$ cat config.mk
export PLATFORM = sky130hd
export DESIGN_NAME = pipelined_adder
export DESIGN_NICKNAME = d
export VERILOG_FILES = /design/src/rtl/pipelined_adder.sv
export SDC_FILE = /design/constraint.sdc
export NUM_CORES = 1
export LEC_CHECK = 0
export BUFFER_PORTS_ARGS = -buffer_cell sky130_fd_sc_hd__buf_2
export CAP_MARGIN = 25
export CORE_MARGIN = 10
export CORE_UTILIZATION = 64
export CTS_CLUSTER_SIZE = 10
export DETAILED_ROUTE_END_ITERATION = 8
export MAX_ROUTING_LAYER = met4
export PLACE_DENSITY = 0.89
export SLEW_MARGIN = 20
export SYNTH_ARGS = -nofsm -noshare
export SYNTH_HDL_FRONTEND = slang
export SYNTH_SLANG_ARGS = --single-unit
export TNS_END_PERCENT = 50
$ cat constraint.sdc
create_clock -name clk -period 6.8 [get_ports clk]
set_input_delay 1.36 -clock clk [delete_from_list [all_inputs] [get_ports clk]]
set_output_delay 1.36 -clock clk [all_outputs]
set_load 0.005 [all_outputs]
$ cat src/rtl/pipelined_adder.sv
// Pipelined adder/subtractor that resolves LANE bits of the carry chain per
// stage. It uses a valid/ready handshake, and a stall at the output holds
// the whole pipeline.
//
// Ports:
//   clk        rising-edge clock
//   rst        synchronous, active-high reset
//   in_valid   operand set present
//   in_ready   block accepts operands this cycle (combinational from output stage)
//   a, b       operands, WIDTH bits
//   carry_in   carry (add) or borrow-complement (sub) input
//   sub        0 = add, 1 = subtract (a + ~b + carry_in)
//   out_valid  result present
//   out_ready  consumer accepts result
//   sum        result, WIDTH bits
//   carry_out  carry out of MSB (sub: 1 = no borrow)
//   overflow   two's-complement signed overflow
module pipelined_adder #(
  parameter int unsigned WIDTH = 32,
  parameter int unsigned LANE  = 8
) (
  input  logic             clk,
  input  logic             rst,
  input  logic             in_valid,
  output logic             in_ready,
  input  logic [WIDTH-1:0] a,
  input  logic [WIDTH-1:0] b,
  input  logic             carry_in,
  input  logic             sub,
  output logic             out_valid,
  input  logic             out_ready,
  output logic [WIDTH-1:0] sum,
  output logic             carry_out,
  output logic             overflow
);

  localparam int unsigned LANE_SAFE = (LANE == 0) ? 1 : LANE;
  localparam int unsigned STAGES    = (WIDTH / LANE_SAFE == 0) ? 1 : WIDTH / LANE_SAFE;
  localparam int unsigned LW        = LANE_SAFE + 1;

  // Reject geometries that cannot be split into whole lanes.
  generate
    if ((LANE < 1) || (WIDTH == 0) || ((WIDTH % LANE_SAFE) != 0)) begin : g_bad_param
      $error("pipelined_adder: WIDTH must be a nonzero multiple of LANE, LANE >= 1");
    end
  endgenerate

  // Register index 0 captures the operands; index s (1..STAGES) holds the
  // operation after lanes 0..s-1 have been summed.
  logic             r_v [0:STAGES];
  logic [WIDTH-1:0] r_a [0:STAGES-1];
  logic [WIDTH-1:0] r_b [0:STAGES-1];
  logic [WIDTH-1:0] r_s [0:STAGES];
  logic             r_c [0:STAGES];
  logic             r_ovf;

  logic [WIDTH-1:0] w_s_nxt [1:STAGES];
  logic             w_c_nxt [1:STAGES];
  logic             w_ovf_nxt;
  logic             w_adv;

  // Pipeline moves unless a finished result is waiting on the consumer.
  assign w_adv    = !(r_v[STAGES] && !out_ready);
  assign in_ready = w_adv;

  // Per-stage lane add: one LANE-bit slice plus the carry from the stage before.
  always_comb begin
    logic [LANE_SAFE:0] v_lane;
    v_lane = '0;
    for (int s = 1; s <= int'(STAGES); s++) begin
      v_lane = {1'b0, r_a[s-1][(s-1)*LANE_SAFE +: LANE_SAFE]}
             + {1'b0, r_b[s-1][(s-1)*LANE_SAFE +: LANE_SAFE]}
             + LW'(r_c[s-1]);
      w_s_nxt[s] = r_s[s-1];
      w_s_nxt[s][(s-1)*LANE_SAFE +: LANE_SAFE] = v_lane[LANE_SAFE-1:0];
      w_c_nxt[s] = v_lane[LANE_SAFE];
    end
  end

  // Signed overflow: operand MSBs agree but the result MSB does not.
  assign w_ovf_nxt = (r_a[STAGES-1][WIDTH-1] == r_b[STAGES-1][WIDTH-1]) &&
                     (w_s_nxt[STAGES][WIDTH-1] != r_a[STAGES-1][WIDTH-1]);

  // Pipeline registers; data only moves alongside a valid bit so bubbles
  // leave the held results untouched.
  always_ff @(posedge clk) begin
    if (rst) begin
      for (int s = 0; s <= int'(STAGES); s++) begin
        r_v[s] <= 1'b0;
        r_s[s] <= '0;
        r_c[s] <= 1'b0;
      end
      for (int s = 0; s < int'(STAGES); s++) begin
        r_a[s] <= '0;
        r_b[s] <= '0;
      end
      r_ovf <= 1'b0;
    end else if (w_adv) begin
      r_v[0] <= in_valid;
      if (in_valid) begin
        r_a[0] <= a;
        r_b[0] <= sub ? ~b : b;
        r_c[0] <= carry_in;
        r_s[0] <= '0;
      end
      for (int s = 1; s <= int'(STAGES); s++) begin
        r_v[s] <= r_v[s-1];
        if (r_v[s-1]) begin
          r_s[s] <= w_s_nxt[s];
          r_c[s] <= w_c_nxt[s];
        end
      end
      for (int s = 1; s < int'(STAGES); s++) begin
        if (r_v[s-1]) begin
          r_a[s] <= r_a[s-1];
          r_b[s] <= r_b[s-1];
        end
      end
      if (r_v[STAGES-1]) begin
        r_ovf <= w_ovf_nxt;
      end
    end
  end

  assign out_valid = r_v[STAGES];
  assign sum       = r_s[STAGES];
  assign carry_out = r_c[STAGES];
  assign overflow  = r_ovf;

endmodule
Word level (Yosys, flattened, before mapping)
Memory sizes are Yosys's and may differ from the RTL's.
Cells that the tools add are included.
{"block": "word_totals", "register_bits": 1, "ram_bits": 426, "inputBits": 70, "out_inout_bits": 36, "wordCells": 95, "memories": 5}
{"memory": "r_s", "depth": 5, "word_bits": 32, "rd": 5, "rd_clocked_by_memory_dff": 0, "write_ports": 5, "line": "53", "rtl": "logic [WIDTH-1:0] r_s [0:STAGES];"}
{"memory": "r_a", "depth": 4, "word_bits": 32, "rd": 4, "rd_clocked_by_memory_dff": 0, "write_ports": 4, "line": "51", "rtl": "logic [WIDTH-1:0] r_a [0:STAGES-1];"}
{"memory": "r_b", "depth": 4, "word_bits": 32, "rd": 4, "rd_clocked_by_memory_dff": 0, "write_ports": 4, "line": "52", "rtl": "logic [WIDTH-1:0] r_b [0:STAGES-1];"}
{"memory": "r_c", "depth": 5, "word_bits": 1, "rd": 5, "rd_clocked_by_memory_dff": 0, "write_ports": 5, "line": "54", "rtl": "logic r_c [0:STAGES];"}
{"memory": "r_v", "depth": 5, "word_bits": 1, "rd": 5, "rd_clocked_by_memory_dff": 0, "write_ports": 5, "line": "50", "rtl": "logic r_v [0:STAGES];"}
{"block": "classes", "n_addsub": 8, "eq_ne": 2, "mux": 49, "bitwise_logic": 25, "reduce_logical": 5}
{"cell": "$mux 32", "count": 14}
{"cell": "$add 8x8->9", "count": 4}
{"cell": "$add 9x1->9", "count": 4}
{"cell": "$mux 1", "count": 35}
{"cell": "$not 32->32", "count": 1}
{"cell": "$or 1x1->1", "count": 23}
{"cell": "$logic_and 1x1->1", "count": 2}
{"cell": "$logic_not 1->1", "count": 2}
{"cell": "$reduce_and 2->1", "count": 1}
{"cell": "$eq 1x1->1", "count": 1}
{"cell": "$ne 1x1->1", "count": 1}
{"cell": "$not 1->1", "count": 1}

Depth between registers and ports, before layout
{"block": "logic_depth", "word_depth": 6, "mapped_depth": 7, "ltp_nobuf": 7}

Worst setup path before layout
No wires, ideal clock.
{"block": "synth_path", "kind": "input-to-reg", "startpoint": "in out_ready", "endpoint": "mem r_a[0][0], enable pin", "setup_ns": 0.690, "arrival_time_ns": 3.168, "t_required_ns": 6.110, "slack_ns": 2.943, "cell_stages": 5, "path_buffers": 1, "cell_sequence": "nor2b_1 -> inv_2 -> nand3_2 -> buf_1 -> nand2_1"}
{"element": "start, declared", "line": "31", "rtl": "input logic out_ready,"}
{"element": "end, declared", "line": "51"}

Worst setup path after layout
{"block": "layout_path", "startpoint": "in out_ready", "endpoint": "out in_ready"}
{"block": "layout_between", "elab_chain_len": 3}
{"element": "$logic_not 1->1", "line": "63", "rtl": "assign w_adv = !(r_v[STAGES] && !out_ready);"}
{"element": "$logic_and 1x1->1", "line": "63"}
{"element": "$logic_not 1->1", "line": "63"}
{"element": "end, declared", "line": "25", "rtl": "output logic in_ready,"}
No other way between the ends.

==> results.cfg <==
[run_status]
outcome = finished clean

[final_layout]
seq_area_sq_um = 7527
fillCellCount = 971
stdcell_area_sq_um = 12380
multiInputGateArea_sq_um = 3174
antenna_cells = 0
drive_gt1_share_pct = 23.98
areaGrowthSynthToFinish_pct = 13.28
num-nets-final = 954
post-route-util_pct = 74.42

[cts]
cts_sinks = 251
cts_resized = 0
htree_levels = 1
hold_buffers = 0
clk_pin_slew_worst_paths_ns = 0.05
worstSkewPairLatency_ns = 0.52
post-cts-setup-buffer-count = 0
cts_buffer_depth = 3
root_buffer = clkbuf_16
cts_buffers = 29
cts_tree = done

[logic_synthesis]
synth_cell_type_count = 40
synth_area_leaders = edfxtp_1, and2_1, and2_4, xnor2_1, ha_1
synthTopCellsByCount = edfxtp_1, and2_1, nor2_1
yosysWarnings = 0
syn-cell-area_sq_um = 10930
yosysMostFrequentCell = edfxtp_1
ys_async_sr_fraction_pct = 0
synthCells = 739
avgSynthCellArea_sq_um = 14.79
synth_top_area_share_pct = 68.67
synth-main-ff-cell = edfxtp_1
synth_top_area_cell = edfxtp_1
ys_ff_latch = 251
synth-seq-area-share_pct = 68.85
synth-edff-count = 250
synth_nets = 845

[setup_path]
crit_type = in -> out
worstReg2RegStart = r_b[0][0]
crit_path_max_fanout = 9
cp.arrival_ns = 1.97
required_ns = 5.44
endpoint_kind = output pin
critPathLaunchType = input port
timing.critical_path.from = out_ready
r2r_slack_ns = 4.20

[die]
dieHeight_um = 150.7
ios = 106
rows = 47
core_area_sq_um = 16640
start_util_pct = 65.69
dieArea_sq_um = 22710
fp.dieW_um = 150.7

[placed_design]
post_dp_cell_area_sq_um = 11580
gp_congestion = 0.8461
dp_hpwl_um = 12080
io_buffers = 105

[route]
routed_wl_um = 17580
drtIter0Drc = 309
remaining_drc_errors = 0
firstDrtPassIters = 5
vias = 5665
wl_per_cell_um = 16.29
ant_nets = 0
viasPerCell = 5.250

[sta]
fin_worst_skew_ns = 0.01081
finalCriticalPeriod_ns = 3.326
slew_violations = 0
slew-limit-headroom_pct = 42.94
fin_hold_ws_ns = 0.5011
rsz0062_at_grt = false
worstMarginPinSlew_ns = 0.8558
fmax_mhz = 300.7
hold_viol = 0
final-setup-viol-count = 0
tns_ns = 0
fin_crit_sh_pct = 48.91

[power_and_ir_drop]
max-vdd-ir-drop_uv = 259.2
powerDensity_nw_per_um2 = 278.9
leakage_nw = 4.872

[global_route]
antenna_found_initial = 0
grt_max_degree = 65
track_usage_pct = 16.03
grt_pass1_vias = 5849
grt_pass1_wl_um = 29040
grt-ovfl-total = 0

[worst_hold_path]
hp-class = reg -> reg
min_from = r_a[0][25]

[job]
cap_violations = 0
==> final timing paths <==
check,to,cells past startpoint
worst min register to register,r_a[0][57],1
worst max-delay path,in_ready,4
worst max register to register,r_c[0][1],6
worst min-delay path,r_a[0][57],1
==> through the flow <==
step | std cells | total power [mW] | worst slack (ns)
2_1_floorplan | 739 | 2.095 | 2.943
3_3_place_gp | 1036 | 2.157 | 2.744
3_5_place_dp | 1036 | 2.180 | 2.491
4_1_cts | 1078 | 3.470 | 3.013
5_1_grt | 1079 | 3.586 | 3.340
6_report | 1079 | 3.454 | 3.474
==> state kept, by name, indices dropped and copies added, names as in the netlist <==
| name | cells |
|---|---|
| overflow | 1 |
| r_a | 80 |
| r_s | 80 |
| r_v | 5 |
| r_c | 5 |
| r_b | 80 |
==> worst max-delay path: stages <==
cell and delay (ns):
buf_2 0.09, nor2b_1 0.19, inv_2 0.15, buf_2 0.16
==> metal layers <==
metal  vias up  global-route usage (%)  part of all wire (%)
li1       2823                       -                     -
met1      2593                   20.93                    45
met2       217                   24.40                    46
met3        32                   3.571                   7.3
met4         0                   5.823                   2.1
met5         -                       -                     0
==> power by group <==
part | internal [mW] | switching (mW)
Combinational | 0.133 | 0.158
Sequential | 1.83 | 0.0334
Clock | 0.771 | 0.529
==> area by class of cell <==
class,count,area share [%]
clock buffers,41,6.223
repair buffers,108,4.587
clock inverters,1,0.07072
multi-input cells,442,25.63
flip-flops and latches,251,60.78
inverters,16,0.4849
well taps,220,2.223
==> cells by family after synthesis <==
kind of cell,share of synthesized area [%]
buffers and inverters,2.151
AND/OR/NAND/NOR,16.56
adder cells (fa/ha/maj),4.669
multiplexers,0.2747
AO/OA/AOI/OAI,4.211
flip-flops,68.85
XOR/XNOR,3.284
==> layout by cell type (no fill, tap or decap), drive strengths merged, types with 3 or more instances in the layout <==
cell and n:
a211oi 11, a21oi 10, and2 183, and3 4
buf 108, clkbuf 41, edfxtp 250, fa 8
ha 28, inv 17, mux2i 3, nand2 14
nand3 9, nor2 64, nor2b 5, nor3 7
o2111ai 6, o21a 7, o21ai 10, o21bai 3
o31a 10, or2 7, xnor2 41
Power figures use the tool's default switching activity.
